`config.mk`:
```
export PLATFORM = sky130hd
export DESIGN_NAME = cmd_dispatcher
export DESIGN_NICKNAME = d
export VERILOG_FILES = /design/src/rtl/cmd_dispatcher.sv
export SDC_FILE = /design/constraint.sdc
export NUM_CORES = 1
export LEC_CHECK = 0
export ABC_AREA = 1
export CAP_MARGIN = 20
export CORE_MARGIN = 3
export CORE_UTILIZATION = 56
export DETAILED_ROUTE_END_ITERATION = 12
export PLACE_DENSITY = 0.9
export SYNTH_ARGS = -nofsm -noshare
export SYNTH_HDL_FRONTEND = slang
export SYNTH_SLANG_ARGS = --single-unit
```
`constraint.sdc`:
```
create_clock -name clk_50mhz -period 2.1 [get_ports clk_50mhz]
set_input_delay 0.42 -clock clk_50mhz [delete_from_list [all_inputs] [get_ports clk_50mhz]]
set_output_delay 0.42 -clock clk_50mhz [all_outputs]
set_load 0.02 [all_outputs]
```
`src/rtl/cmd_dispatcher.sv`:
```
// UART command dispatcher: maps a received command byte to one worker unit,
// holds its activate line until done/timeout/abort, and queues a one-byte status reply.
module cmd_dispatcher #(
  parameter int unsigned          N_UNITS        = 4,
  parameter logic [63:0]          UNIT_CODES     = 64'h0000_0000_2322_2111,
  parameter int unsigned          TIMEOUT_WIDTH  = 26,
  parameter int unsigned          TIMEOUT_CYCLES = 50_000_000
) (
  input  logic               clk_50mhz,
  input  logic               reset,
  input  logic               rx_valid,
  input  logic [7:0]         rx_data,
  input  logic [N_UNITS-1:0] done,
  output logic [N_UNITS-1:0] activate,
  input  logic               tx_active,
  output logic               tx_start,
  output logic [7:0]         tx_data,
  output logic [7:0]         state,
  output logic               busy
);

  localparam logic [7:0] REP_OK    = 8'h4F;
  localparam logic [7:0] REP_UNK   = 8'h3F;
  localparam logic [7:0] REP_TOUT  = 8'h54;
  localparam logic [7:0] REP_ABORT = 8'h41;
  localparam logic [7:0] REP_BUSY  = 8'h42;

  localparam bit                     WD_EN  = (TIMEOUT_CYCLES != 0);
  localparam logic [TIMEOUT_WIDTH-1:0] WD_LIM =
    WD_EN ? TIMEOUT_WIDTH'(TIMEOUT_CYCLES - 1) : '0;

  typedef enum logic {
    IDLE = 1'b0,
    RUN  = 1'b1
  } fsm_t;

  fsm_t                     r_fsm, w_fsm_n;
  logic [N_UNITS-1:0]       r_activate, w_activate_n;
  logic [7:0]               r_code, w_code_n;
  logic [TIMEOUT_WIDTH-1:0] r_wd, w_wd_n;

  logic                     r_pend;
  logic [7:0]               r_pend_byte;
  logic                     r_tx_start;
  logic [7:0]               r_tx_data;

  logic                     w_rep_load;
  logic                     w_rep_is_b;
  logic [7:0]               w_rep_byte;

  logic                     w_hit;
  logic [N_UNITS-1:0]       w_hit_oh;
  logic                     w_done_hit;

  // Lowest-index match wins so duplicate codes can never produce a multi-hot activate.
  always_comb begin
    w_hit    = 1'b0;
    w_hit_oh = '0;
    for (int unsigned i = 0; i < N_UNITS; i++) begin
      if (!w_hit && (rx_data == UNIT_CODES[8*i +: 8])) begin
        w_hit       = 1'b1;
        w_hit_oh[i] = 1'b1;
      end
    end
  end

  assign w_done_hit = |(done & r_activate);

  always_ff @(posedge clk_50mhz) begin
    if (!reset) begin
      r_fsm      <= IDLE;
      r_activate <= '0;
      r_code     <= '0;
      r_wd       <= '0;
    end else begin
      r_fsm      <= w_fsm_n;
      r_activate <= w_activate_n;
      r_code     <= w_code_n;
      r_wd       <= w_wd_n;
    end
  end

  always_comb begin
    w_fsm_n      = r_fsm;
    w_activate_n = r_activate;
    w_code_n     = r_code;
    w_wd_n       = r_wd;
    w_rep_load   = 1'b0;
    w_rep_is_b   = 1'b0;
    w_rep_byte   = '0;

    unique case (r_fsm)
      IDLE: begin
        if (rx_valid && (rx_data != 8'h00)) begin
          if (w_hit) begin
            w_fsm_n      = RUN;
            w_activate_n = w_hit_oh;
            w_code_n     = rx_data;
            w_wd_n       = '0;
          end else begin
            w_rep_load = 1'b1;
            w_rep_byte = REP_UNK;
          end
        end
      end

      RUN: begin
        if (w_done_hit) begin
          w_rep_load = 1'b1;
          w_rep_byte = REP_OK;
        end else if (WD_EN && (r_wd == WD_LIM)) begin
          w_rep_load = 1'b1;
          w_rep_byte = REP_TOUT;
        end else if (rx_valid && (rx_data == 8'h00)) begin
          w_rep_load = 1'b1;
          w_rep_byte = REP_ABORT;
        end else begin
          if (rx_valid) begin
            w_rep_load = 1'b1;
            w_rep_is_b = 1'b1;
            w_rep_byte = REP_BUSY;
          end
          if (r_wd != '1) begin
            w_wd_n = r_wd + 1'b1;
          end
        end

        if (w_rep_load && !w_rep_is_b) begin
          w_fsm_n      = IDLE;
          w_activate_n = '0;
          w_code_n     = '0;
        end
      end

      default: w_fsm_n = IDLE;
    endcase
  end

  // The slot stays occupied through the tx_start cycle and empties on the following edge;
  // only a busy reply respects occupancy, every other reply overwrites the slot.
  always_ff @(posedge clk_50mhz) begin
    if (!reset) begin
      r_pend      <= 1'b0;
      r_pend_byte <= '0;
      r_tx_start  <= 1'b0;
      r_tx_data   <= '0;
    end else begin
      r_tx_start <= 1'b0;
      if (w_rep_load && !(w_rep_is_b && r_pend)) begin
        r_pend      <= 1'b1;
        r_pend_byte <= w_rep_byte;
      end else if (r_tx_start) begin
        r_pend <= 1'b0;
      end else if (r_pend && !tx_active) begin
        r_tx_start <= 1'b1;
        r_tx_data  <= r_pend_byte;
      end
    end
  end

  assign activate = r_activate;
  assign state    = r_code;
  assign busy     = (r_fsm == RUN);
  assign tx_start = r_tx_start;
  assign tx_data  = r_tx_data;

endmodule
```
==> flow_summary_export.csv, run 1 <==
group,metric,value,unit
drt,ant_nets,0,
synth,synth_top_area_frac,0.345,
critical_path,endpoint_kind,"flip-flop",
critical_path,worst_ep_arrival_time,2.17,ns
clock_network,clockBufferDepth,2,
clock_network,clk_pin_slew_worst_paths,0.12,ns
synth,synth_area_leaders,"dfxtp_1 (34%), nand2_1 (19%), nor2_1 (14%)",
drt,drt-total-wl,8.46,mm
critical_path,cpMaxStageDelayCell,"dfxtp_1",
pwr,p_clk_frac,0.345,
pwr,total_leakage_power,1.47,nW
die,core,5300,µm²
critical_path,required,2.36,ns
clock_network,cts_buffers,5,
synth,ys_warn_count,0,
critical_path,path_cells,"ha_2 -> nand2_1 -> nor2_4 -> nand2_2 -> nor2_4 -> nand3_1 -> nand2_1 -> nor2_1 -> buf_4 -> nand3_1 -> a21oi_1",
clock_network,cts_root_buffer,"clkbuf_8",
clock_network,clk_latency,0.33,ns
global_route,antenna_found_initial,0,
synth,synth_commonest_cells,"nand2_1 (161), nor2_1 (115), dfxtp_1 (55)",
place,gp_congestion,0.922,
synth,synth_nets,545,
layout,n_antenna_cell,0,
synth,synth_edf_count,0,
pwr,internal-power,1.39,mW
clock_network,clkSinkCount,55,
critical_path,path_max_fanout,20,
critical_path,start_kind,"flip-flop",
pwr,seqPwrFrac,0.566,
critical_path,worst-path-buf-inv,1,
drt,route.vias.total,3509,
global_route,overflow,0,
synth,yosysMostFrequentCell,"nand2_1",
layout,drive_gt1_frac,0.0868,
min_path,hold_class,"reg -> reg",
drt,drtIter0Drc,258,
pwr,p_sw,0.509,mW
synth,yosysUniqueCellTypes,29,
place,dp.cells,637,
synth,netlist_instances,528,
die,pin_count,38,
synth,async_reset_ff_frac,0,
synth,ys.flop_type,"dfxtp_1",
timing,fmax,523,MHz
drt,drt_first_pass_iters,5,
synth,syn_area_per_cell,6.05,µm²
synth,ys_ff_latch,55,
pwr,swShare,0.268,
clock_network,h-tree-depth,2,
clock_network,cts_tree,"built",
timing,finalCriticalPeriod,1.91,ns
pwr,power.density,494,nW/µm²
die,fp-row-count,26,
timing,maxSlewViolCount,0,
layout,area_growth,20.7,%
pwr,irDropWorstVdd,345,µV
drt,drc,0,
drt,viasPerCell,5.43,
timing,finalSetupViolCount,0,
place,portBuffers,36,
critical_path,critical-path-top-delay-family,"simple AND/OR/NAND/NOR gates",
critical_path,path_class,"reg -> reg",
die,die-height,81.5,µm
global_route,grt_max_degree,26,
critical_path,slowest_delay,0.33,ns
die,initial_utilization,0.602,
timing,hold_violations,0,
timing,rsz0062_at_grt,"false",
place,detailed_place_hpwl,6.22,mm
layout,nNetsFinal,592,
global_route,grt_pass1_vias,3246,
synth,seq_area_frac_synth,0.345,
timing,fin_crit_sh,0.910,
die,die-area,6640,µm²
pwr,power.combinational.fraction,0.088,
timing,whs,0.455,ns
layout,stdcell_count,646,
run,max_cap_violations,0,
global_route,grt_pass1_wl,14.0,mm
global_route,grt_use_total,0.266,
drt,wire_per_inst,13.1,µm
synth,yosysTopAreaCell,"dfxtp_1",
clock_network,cts-hold-fix-buffers,0,
timing,finalClockSkew,0.0120,ns
pwr,p_total,1.90,mW
die,fp.dieW,81.5,µm
outcome,outcome,"complete, no violations",
synth,synth_area,3190,µm²
## flip-flops by register name, summed over array words and instances (netlist names)
register     cells
r_pend           1
tx_data          7
busy             1
state            8
r_wd            26
activate         4
tx_start         1
r_pend_byte      7
## tightest hold or removal path: cells and delay by family, from the launching register on
family	cells	cell delay (ns)
simple gates	2	0.10
flops	1	0.33
## cell families (layout without fill, tap and decap cells)
kind of cell / Yosys count / in the layout / share of synthesized area
AOI/OAI and AO/OA: 49 / 49 / 0.0815
xor gates and xnor gates: 10 / 10 / 0.0274
adders and majority gates: 1 / 1 / 0.00392
buffers and inverters: 63 / 111 / 0.0843
DFF: 55 / 55 / 0.345
other: 1 / 1 / 0.00117
and+or+nand+nor: 349 / 349 / 0.457
## final cells by class
cell class,instances,area (µm²)
clock inverter,3,33.8
timing repair buffer,59,552
fill,439,1450
sequential,55,1100
tap,70,87.6
clock buffer,5,68.8
multi-input combinational,410,1840
inverter,44,165
## per-stage QoR
step / setup TNS [ns] / setup WS (ns) / utilization / area [µm²]
6_report: 0 / 0.190 / 0.726 / 3850
3_3_place_gp: -3.79 / -0.112 / 0.700 / 3710
3_5_place_dp: -7.30 / -0.212 / 0.700 / 3710
4_1_cts: 0 / 0.120 / 0.720 / 3820
5_1_grt: 0 / 0.0113 / 0.726 / 3850
2_1_floorplan: 0 / 0.342 / - / 3190
## cell usage in the layout, fill, tap and decap left out, drive strengths merged
| master | Yosys | final |
|---|---|---|
| nand2 | 165 | 165 |
| nor2 | 121 | 121 |
| dfxtp | 55 | 55 |
| inv | 43 | 45 |
| nand3 | 43 | 43 |
| a21oi | 37 | 37 |
| clkdlybuf4s50 | 0 | 35 |
| buf | 12 | 23 |
| nor3 | 9 | 9 |
| xor2 | 8 | 8 |
| o21ai | 6 | 6 |
| nor3b | 5 | 5 |
| clkbuf | 7 | 5 |
| nand4 | 4 | 4 |
| nand3b | 2 | 2 |
| xnor2 | 2 | 2 |
| o21a | 2 | 2 |
| clkinv | 1 | 2 |
| o21bai | 1 | 1 |
| a31oi | 1 | 1 |
| a31o | 1 | 1 |
| o211ai | 1 | 1 |
| ha | 1 | 1 |
| conb | 1 | 1 |
| dlymetal6s2s | 0 | 1 |
## power groups by stage
stage               sequential, mW  combinational, mW  clock, mW
floorplan                     1.11             0.0812          0
global placement              1.10              0.160          0
detailed placement            1.10              0.165          0
CTS                           1.08              0.165      0.662
global route                  1.08              0.185      0.715
finish                        1.08              0.168      0.657
## layer usage
metal	global-route usage	part of all wire
met1	0.328	0.43
met2	0.468	0.48
met3	0.0461	0.069
met4	0.0861	0.018
met5	0	0
## what timing repair did
| action | in CTS | in global routing |
|---|---|---|
| setup endpoints to repair | 0 | 32 |
| buffers inserted | 0 | 1 |
| endpoints found under the hold margin | 0 | 0 |
| resized for setup | 0 | 10 |
## final timing paths
check             depth (start not counted)  slack [ns]      from  endpoint
hold reg to reg                           2        0.46  state[2]  state[2]
setup reg to reg                         11        0.19   r_wd[0]   r_wd[2]
hold / removal                            2        0.46  state[2]  state[2]
setup / recovery                         11        0.19   r_wd[0]   r_wd[2]
Note: power is estimated with default switching activity, not from simulation.
==> run 2, diff against run 1 <==
--- a/config.mk
+++ b/config.mk
@@ -6,6 +6,7 @@
 export NUM_CORES = 1
 export LEC_CHECK = 0
 export ABC_AREA = 1
+export ABC_CLOCK_PERIOD_IN_PS = 2100
 export CAP_MARGIN = 20
 export CORE_MARGIN = 3
 export CORE_UTILIZATION = 56
==> results of run 2 <==
Final layout, timing and power as in run 1 (identical DEF).
